**src/rtl/bldc_pkg.sv**
```systemverilog
// bldc_pkg: shared state, drive-pattern types and hall decode
// for the three-phase BLDC commutator.
package bldc_pkg;

  typedef enum logic [1:0] {
    IDLE,
    DEAD,
    DRIVE,
    FAULT
  } state_e;

  typedef struct packed {
    logic hA;
    logic lA;
    logic hB;
    logic lB;
    logic hC;
    logic lC;
  } pat_t;

  typedef struct packed {
    logic ok;
    pat_t pat;
  } tgt_t;

  localparam pat_t PAT_OFF = 6'b000000;
  localparam pat_t PAT_BRK = 6'b010101;
  localparam pat_t PAT_AB  = 6'b100100;
  localparam pat_t PAT_AC  = 6'b100001;
  localparam pat_t PAT_BC  = 6'b001001;
  localparam pat_t PAT_BA  = 6'b011000;
  localparam pat_t PAT_CA  = 6'b010010;
  localparam pat_t PAT_CB  = 6'b000110;

  // Brake wins over the hall code, so a bad code
  // under brake is still a usable target.
  function automatic tgt_t decode(
    input logic [2:0] hall,
    input logic       fwd,
    input logic       brk_n
  );
    tgt_t t;
    t.ok  = 1'b1;
    t.pat = PAT_OFF;
    if (!brk_n) begin
      t.pat = PAT_BRK;
    end else begin
      unique case (hall)
        3'b101:  t.pat = fwd ? PAT_AB : PAT_BA;
        3'b100:  t.pat = fwd ? PAT_AC : PAT_CA;
        3'b110:  t.pat = fwd ? PAT_BC : PAT_CB;
        3'b010:  t.pat = fwd ? PAT_BA : PAT_AB;
        3'b011:  t.pat = fwd ? PAT_CA : PAT_AC;
        3'b001:  t.pat = fwd ? PAT_CB : PAT_BC;
        default: t.ok  = 1'b0;
      endcase
    end
    return t;
  endfunction

endpackage

```
**src/rtl/hall_sync.sv**
```systemverilog
// hall_sync: two-flop hall synchronizer plus PWM-period capture.
// Ports: hall/fwd/brake in, captured copies and cap_o out.
module hall_sync (
  input  logic       clk,
  input  logic       rst,
  input  logic [2:0] hall_i,
  input  logic       fwd_i,
  input  logic       brk_n_i,
  input  logic       synch_i,
  output logic [2:0] hall_o,
  output logic       fwd_o,
  output logic       brk_n_o,
  output logic       cap_o
);

  logic [2:0] s1_q;
  logic [2:0] s2_q;
  logic [2:0] hall_q;
  logic       fwd_q;
  logic       brk_q;
  logic       cap_q;

  always_ff @(posedge clk) begin
    if (rst) begin
      s1_q   <= '0;
      s2_q   <= '0;
      hall_q <= '0;
      fwd_q  <= 1'b0;
      brk_q  <= 1'b0;
      cap_q  <= 1'b0;
    end else begin
      s1_q <= hall_i;
      s2_q <= s1_q;
      if (synch_i) begin
        hall_q <= s2_q;
        fwd_q  <= fwd_i;
        brk_q  <= brk_n_i;
        cap_q  <= 1'b1;
      end
    end
  end

  assign hall_o  = hall_q;
  assign fwd_o   = fwd_q;
  assign brk_n_o = brk_q;
  assign cap_o   = cap_q;

endmodule

```
**src/rtl/bldc_commutator.sv**
```systemverilog
// bldc_commutator: hall-driven six-step gate drive with dead time.
// Ports: clk/rst, hall, PWM_sig/PWM_synch, forward, brake_n -> drives, hall_err.
module bldc_commutator
  import bldc_pkg::*;
#(
  parameter int DEADTIME = 8
) (
  input  logic       clk,
  input  logic       rst,
  input  logic [2:0] hall,
  input  logic       PWM_sig,
  input  logic       PWM_synch,
  input  logic       forward,
  input  logic       brake_n,
  output logic       highA,
  output logic       lowA,
  output logic       highB,
  output logic       lowB,
  output logic       highC,
  output logic       lowC,
  output logic       hall_err
);

  localparam logic [7:0] DT_M1 = 8'(DEADTIME - 1);

  logic [2:0] hall_s;
  logic       fwd_s;
  logic       brk_s;
  logic       cap_s;

  hall_sync u_sync (
    .clk     (clk),
    .rst     (rst),
    .hall_i  (hall),
    .fwd_i   (forward),
    .brk_n_i (brake_n),
    .synch_i (PWM_synch),
    .hall_o  (hall_s),
    .fwd_o   (fwd_s),
    .brk_n_o (brk_s),
    .cap_o   (cap_s)
  );

  state_e     state_q, state_d;
  logic [7:0] cnt_q, cnt_d;
  pat_t       pat_q, pat_d;
  pat_t       drv_q, drv_d;
  logic       err_q;
  tgt_t       tgt;

  assign tgt = decode(hall_s, fwd_s, brk_s);

  always_ff @(posedge clk) begin
    if (rst) begin
      state_q <= IDLE;
      cnt_q   <= '0;
      pat_q   <= PAT_OFF;
      drv_q   <= PAT_OFF;
      err_q   <= 1'b0;
    end else begin
      state_q <= state_d;
      cnt_q   <= cnt_d;
      pat_q   <= pat_d;
      drv_q   <= drv_d;
      err_q   <= (state_d == FAULT);
    end
  end

  // pat_q is the target while in DEAD and the live
  // pattern while in DRIVE; a new target restarts the gap.
  always_comb begin
    state_d = state_q;
    cnt_d   = cnt_q;
    pat_d   = pat_q;
    if (cap_s && !tgt.ok) begin
      state_d = FAULT;
    end else begin
      unique case (state_q)
        IDLE: begin
          if (cap_s) begin
            state_d = DEAD;
            cnt_d   = DT_M1;
            pat_d   = tgt.pat;
          end
        end
        DEAD: begin
          if (tgt.pat != pat_q) begin
            cnt_d = DT_M1;
            pat_d = tgt.pat;
          end else if (cnt_q == 8'd0) begin
            state_d = DRIVE;
          end else begin
            cnt_d = cnt_q - 8'd1;
          end
        end
        DRIVE: begin
          if (tgt.pat != pat_q) begin
            state_d = DEAD;
            cnt_d   = DT_M1;
            pat_d   = tgt.pat;
          end
        end
        FAULT: state_d = FAULT;
        default: state_d = IDLE;
      endcase
    end
  end

  always_comb begin
    drv_d = PAT_OFF;
    if (state_d == DRIVE) begin
      if (pat_d == PAT_BRK) begin
        drv_d.lA = PWM_sig;
        drv_d.lB = PWM_sig;
        drv_d.lC = PWM_sig;
      end else begin
        drv_d    = pat_d;
        drv_d.hA = pat_d.hA & PWM_sig;
        drv_d.hB = pat_d.hB & PWM_sig;
        drv_d.hC = pat_d.hC & PWM_sig;
      end
    end
  end

  assign highA    = drv_q.hA;
  assign lowA     = drv_q.lA;
  assign highB    = drv_q.hB;
  assign lowB     = drv_q.lB;
  assign highC    = drv_q.hC;
  assign lowC     = drv_q.lC;
  assign hall_err = err_q;

endmodule
```
**config.mk**
```make
export PLATFORM = sky130hd
export DESIGN_NAME = bldc_commutator
export DESIGN_NICKNAME = d
export VERILOG_FILES = /design/src/rtl/bldc_pkg.sv /design/src/rtl/hall_sync.sv /design/src/rtl/bldc_commutator.sv
export SDC_FILE = /design/constraint.sdc
export NUM_CORES = 1
export LEC_CHECK = 0
export ABC_AREA = 1
export ABC_CLOCK_PERIOD_IN_PS = 4300
export BUFFER_PORTS_ARGS = -buffer_cell sky130_fd_sc_hd__buf_2
export CAP_MARGIN = 20
export CORE_ASPECT_RATIO = 0.8
export CORE_MARGIN = 2
export CORE_UTILIZATION = 40
export CTS_BUF_LIST = sky130_fd_sc_hd__clkbuf_4 sky130_fd_sc_hd__clkbuf_8
export DETAILED_ROUTE_END_ITERATION = 16
export SYNTH_ARGS = -nofsm -noshare
export SYNTH_HDL_FRONTEND = slang
export SYNTH_HIERARCHICAL = 1
export SYNTH_SLANG_ARGS = --single-unit
```
**constraint.sdc**
```tcl
create_clock -name clk -period 4.3 [get_ports clk]
set_clock_uncertainty 0.05 [all_clocks]
set_input_delay 0.215 -clock clk [delete_from_list [all_inputs] [get_ports clk]]
set_output_delay 0.215 -clock clk [all_outputs]
set_load 0.005 [all_outputs]
```
-- Word level (Yosys, flattened, before mapping)
Index checks and enable logic that the tools add are counted.
W data, S select, Z words.
- $add $sub $neg: 1
- equality and inequality tests: 16
- muxes and demuxes: 28
- bitwise logic cells: 5
- reduce and logical (&&, ||, !) cells: 10
- operator list (kind ; count):
    $mux W6 ; 8
    $pmux W6 S6 ; 1
    $mux W8 ; 4
    $pmux W8 S3 ; 1
    $pmux W6 S2 ; 1
    $mux W2 ; 5
    $eq A3 B3 Y1 const B ; 3
    $eq A2 B2 Y1 const B ; 4
    $logic_not A8 Y1 ; 1
    $mux W4 ; 2
    $pmux W2 S4 ; 1
    $sub A8 B1 Y8 const B ; 1
    $eq A3 B2 Y1 const B ; 2
    $eq A6 B5 Y1 const B ; 1
    $ne A6 B6 Y1 ; 1
    $reduce_or A6 Y1 ; 1
    $mux W1 ; 5
    $reduce_and A5 Y1 ; 1
    $reduce_or A2 Y1 ; 2
    $and A1 B1 Y1 ; 3
    $eq A3 B1 Y1 const B ; 1
    $ne A3 B3 Y1 const B ; 1
    $reduce_bool A3 Y1 ; 1
    $reduce_or A3 Y1 ; 1
    7 further kinds ; 8
- register bits: 35
- input bits: 9
- output and inout bits: 7
- word-level logic and storage cells: 81

-- Logic depth before layout (Yosys ltp)
- word-level depth: 10
- gate-level depth with buffers: 18
- mapped depth without buffers: 18

-- By module
Netlist, hierarchy kept.
- by module, submodules not included (module ; instances ; cells each ; area each (um^2) ; sequential area each (um^2)):
    bldc_commutator ; 1 ; 208 ; 1443.9 ; 460.4
    hall_sync ; 1 ; 54 ; 425.4 ; 240.2

-- Worst setup path before layout
OpenSTA, ideal clock, no wires.
- path type: reg2reg
- start: register state_q[0]
- end: register drv_q (netlist bit lowA)
- library setup time: 0.069 ns
- arrival time: 1.765 ns
- required time: 4.181 ns
- slack: 2.416 ns
- stages on the path, launching flop included: 12
- path buffers: 0
- period minus slack after synthesis: 1.884 ns
- path through: dfxtp_1 > inv_1 > ha_1 > inv_1 > nor2_1 > nor3_2 > o21ai_0 > nor3_1 > nand2_1 > nor2_1 > nand3_2 > o21ai_1
- word-level cells in the longest chain between the ends: 7
- elaborated cells between the ends (all ways): 18
- those cells by class: eq/ne (5); mux (9); bitwise (1); reduce/logical (3)
- ends and longest elaborated chain (what ; RTL line ; text):
    start: declaration ; bldc_commutator.sv:44 ; state_e state_q, state_d;
    start signal: assignment ; bldc_commutator.sv:61 ; state_q <= state_d;
    parallel branches: the longest is 7 deep, another holds $pmux W6 S2 ; -- ;
    end signal: assignment ; bldc_commutator.sv:64 ; drv_q <= drv_d;
    end: declaration ; bldc_commutator.sv:47 ; pat_t drv_q, drv_d;
Several ways; the timed one is not identified.
A chain may end at the register's enable or synchronous reset.

-- Worst setup path in the final report
- start: register state_q[0]
- end: register drv_q (netlist bit lowB)
The elaborated chain is that of the path after synthesis.

==> results.py <==
metrics = {
    "clocking": {
        "cts_setup_buffers": 0,
        "cts_resized": 0,
        "clockBufferDepth": 2,
        "h-tree-depth": 2,
        "clock_sinks": 35,
        "cts_tree": "done",
        "ctsHoldBuffers": 0,
        "cts_buffers": 5,
        "clkLatencyLatePin_ns": 0.29,
        "root_buffer": "clkbuf_8",
        "clk_pin_slew_ns": 0.07,
    },
    "synthesis": {
        "synth.avg_cell_area_um2": 7.135,
        "synth_commonest_cells": "inv_1 (43), nand2_1 (42), dfxtp_1 (35)",
        "synth_edf_count": 0,
        "ys_async_sr_fraction_pct": 0,
        "yosys.area.top_type": "dfxtp_1",
        "ys_seq_area_share_pct": 37.48,
        "synth.area.top_cells": "dfxtp_1 (37%), inv_1 (8.6%), nand2_1 (8.4%)",
        "ys_warn_count": 6,
        "synthDistinctLibCells": 30,
        "ys_seq_elements": 35,
        "syn_area_um2": 1869,
        "yosysTopAreaCellShare_pct": 37.48,
        "syn_nets": 276,
        "ys.flop_type": "dfxtp_1",
        "synth_cells": 262,
        "yosysMostFrequentCell": "inv_1",
    },
    "global_route": {
        "grt_pass1_wl_um": 6534,
        "antenna_found_initial": 0,
        "grtUsageTotal_pct": 16.06,
        "grt_max_degree": 17,
        "grt_pass1_vias": 1450,
        "grt-ovfl-total": 0,
    },
    "power": {
        "power_density_nw_per_um2": 373.5,
        "p_leak_nw": 0.9272,
        "irDropWorstVdd_mv": 0.2633,
    },
    "cells_and_area": {
        "utilization_pct": 45.59,
        "layout-area-overhead-vs-synth_pct": 10.78,
        "stdcell_area_um2": 2071,
        "nets": 294,
        "drive_above_1_share_pct": 19.64,
        "antennaDiodeCount": 0,
    },
    "route": {
        "vias": 1569,
        "wl_per_cell_um": 10.61,
        "routed_wirelength_um": 3609,
        "drt_pass1_iterations": 4,
        "final_antenna_net_count": 0,
        "drc": 0,
        "first_iter_violations": 75,
        "vias_per_cell": 4.615,
    },
    "placement": {
        "dpl_cell_area_um2": 1988,
        "io_buffers": 15,
        "place.gp.congestion": 0.8522,
        "dpl.hpwl_um": 2744,
    },
    "setup_path": {
        "crit_type": "reg2reg",
        "worstPathArrival_ns": 2.47,
        "crit_end": "lowB$_SDFF_PP0_",
        "crit_fanout": 6,
        "ff2ff_path_depth": 11,
        "required_ns": 4.47,
        "cp-start-kind": "register",
        "critPathLaunch": "state_q[0]$_SDFF_PP0_",
        "timing.rr.end": "lowB$_SDFF_PP0_",
        "regToRegSetupSlack_ns": 2.00,
        "rr_startpoint": "state_q[0]$_SDFF_PP0_",
        "endpoint_kind": "register",
    },
    "sta": {
        "slew_headroom_pct": 62.12,
        "fin_crit_sh_pct": 53.42,
        "min_period_ns": 2.297,
        "finalHoldViolCount": 0,
        "setup-violations-final": 0,
        "max_freq_ghz": 0.4353,
        "grt_setup_unrepaired": "false",
        "tns_ns": 0,
        "tightest_slew_ns": 0.5623,
        "slew_viol_final": 0,
    },
    "min_path": {
        "hp-start": "hall[2]",
        "hold_class": "in2reg",
    },
    "floorplan": {
        "io-pin-count": 16,
        "initial_core_util_pct": 41.16,
        "dieHeight_um": 65.15,
        "dieWidth_um": 80.43,
        "fp-row-count": 22,
        "coreArea_um2": 4542,
        "die_area_um2": 5240,
    },
    "run": {
        "max_cap_viol_count": 0,
    },
    "run_status": {
        "outcome": "finished clean",
    },
}
-- per-layer routing --
layer / wire length (um) / global-route usage [%] / part of all wire, %
met1: 2100 / 24.59 / 58
met4: 45 / 5.085 / 1.2
met3: 166 / 3.709 / 4.6
met5: 0 / 0 / 0
met2: 1297 / 21.98 / 36
-- worst min path at each step --
stage	end	cells after the start
floorplan	u_sync/s1_q[0]$_SDFF_PP0_	2
global placement	u_sync/s2_q[2]$_SDFF_PP0_	2
detailed placement	u_sync/s2_q[1]$_SDFF_PP0_	2
CTS	u_sync/s1_q[2]$_SDFF_PP0_	3
global route	u_sync/s1_q[2]$_SDFF_PP0_	3
finish	u_sync/s1_q[2]$_SDFF_PP0_	3
-- layout make-up --
class                      instances  area, um2
clock buffer                       5      68.82
clock inverter                     2      13.76
fill                             448       2471
inverter                          50      190.2
multi-input combinational        173      947.2
sequential                        35      700.7
tap                               60      75.07
timing repair buffer              15      75.07
-- critical path, stage by stage, from the launching register on --
cell and delay (ns):
dfxtp_1 0.38, inv_1 0.12, ha_1 0.24, inv_1 0.08, nor2_1 0.09, nor3_2 0.38
o21ai_0 0.21, nor3_1 0.22, nand2_1 0.13, nor2_1 0.14, nand3_2 0.10, o21ai_1 0.09
-- through the flow --
step                      hold WS [ns]  worst slack, ns  power (W)  cells
final                          0.07991            2.003  0.0007734    340
after global routing           0.08842            1.717  0.0008257    340
after CTS                      0.08289            1.996  0.0007761    340
after detailed placement        0.3463            2.004  0.0005499    333
after global placement          0.3420            2.026  0.0005506    333
after floorplan                 0.2720            2.416  0.0005129    262
-- where the power goes --
part           switching [W]  internal, W
clock               0.000119     0.000111
combinational       0.000117    0.0000609
sequential         0.0000191     0.000347
total               0.000255     0.000518
-- layout by cell type (no fill, tap or decap), types with 2 or more instances in the layout --
cell and instances:
buf_2 15, ha_1 5, nand3_1 21, clkbuf_8 5
nor2_1 34, a21oi_1 5, nor3_2 2, nand2_2 6
nand3_2 4, inv_2 6, inv_1 43, o21ai_2 2
nor3_1 9, o21ai_1 5, a21oi_4 2, dfxtp_1 35
o21ai_0 12, nand4_1 3, nor2_2 7, nor3b_1 3
nand2_1 42, o211ai_1 4, nor2_4 2
-- cell families (layout without fill, tap and decap cells) --
logic type / after synthesis / after routing / synth area share, %
AOI/OAI and AO/OA: 33 / 33 / 11.45
xor gates and xnor gates: 1 / 1 / 0.4686
adders and majority gates: 5 / 5 / 3.347
buffers and inverters: 54 / 72 / 11.85
DFF: 35 / 35 / 37.48
and+or+nand+nor: 134 / 134 / 35.41
-- sequential cells by signal, indices dropped and copies added, names as in the netlist --
register / cells
hall_err: 1
u_sync/cap_o: 1
highC: 1
state_q: 2
u_sync/s1_q: 3
u_sync/s2_q: 3
u_sync/hall_o: 3
cnt_q: 8
lowC: 1
u_sync/brk_n_o: 1
highA: 1
highB: 1
lowA: 1
u_sync/fwd_o: 1
pat_q: 6
lowB: 1
No activity file was read; power rests on OpenSTA's default activity.
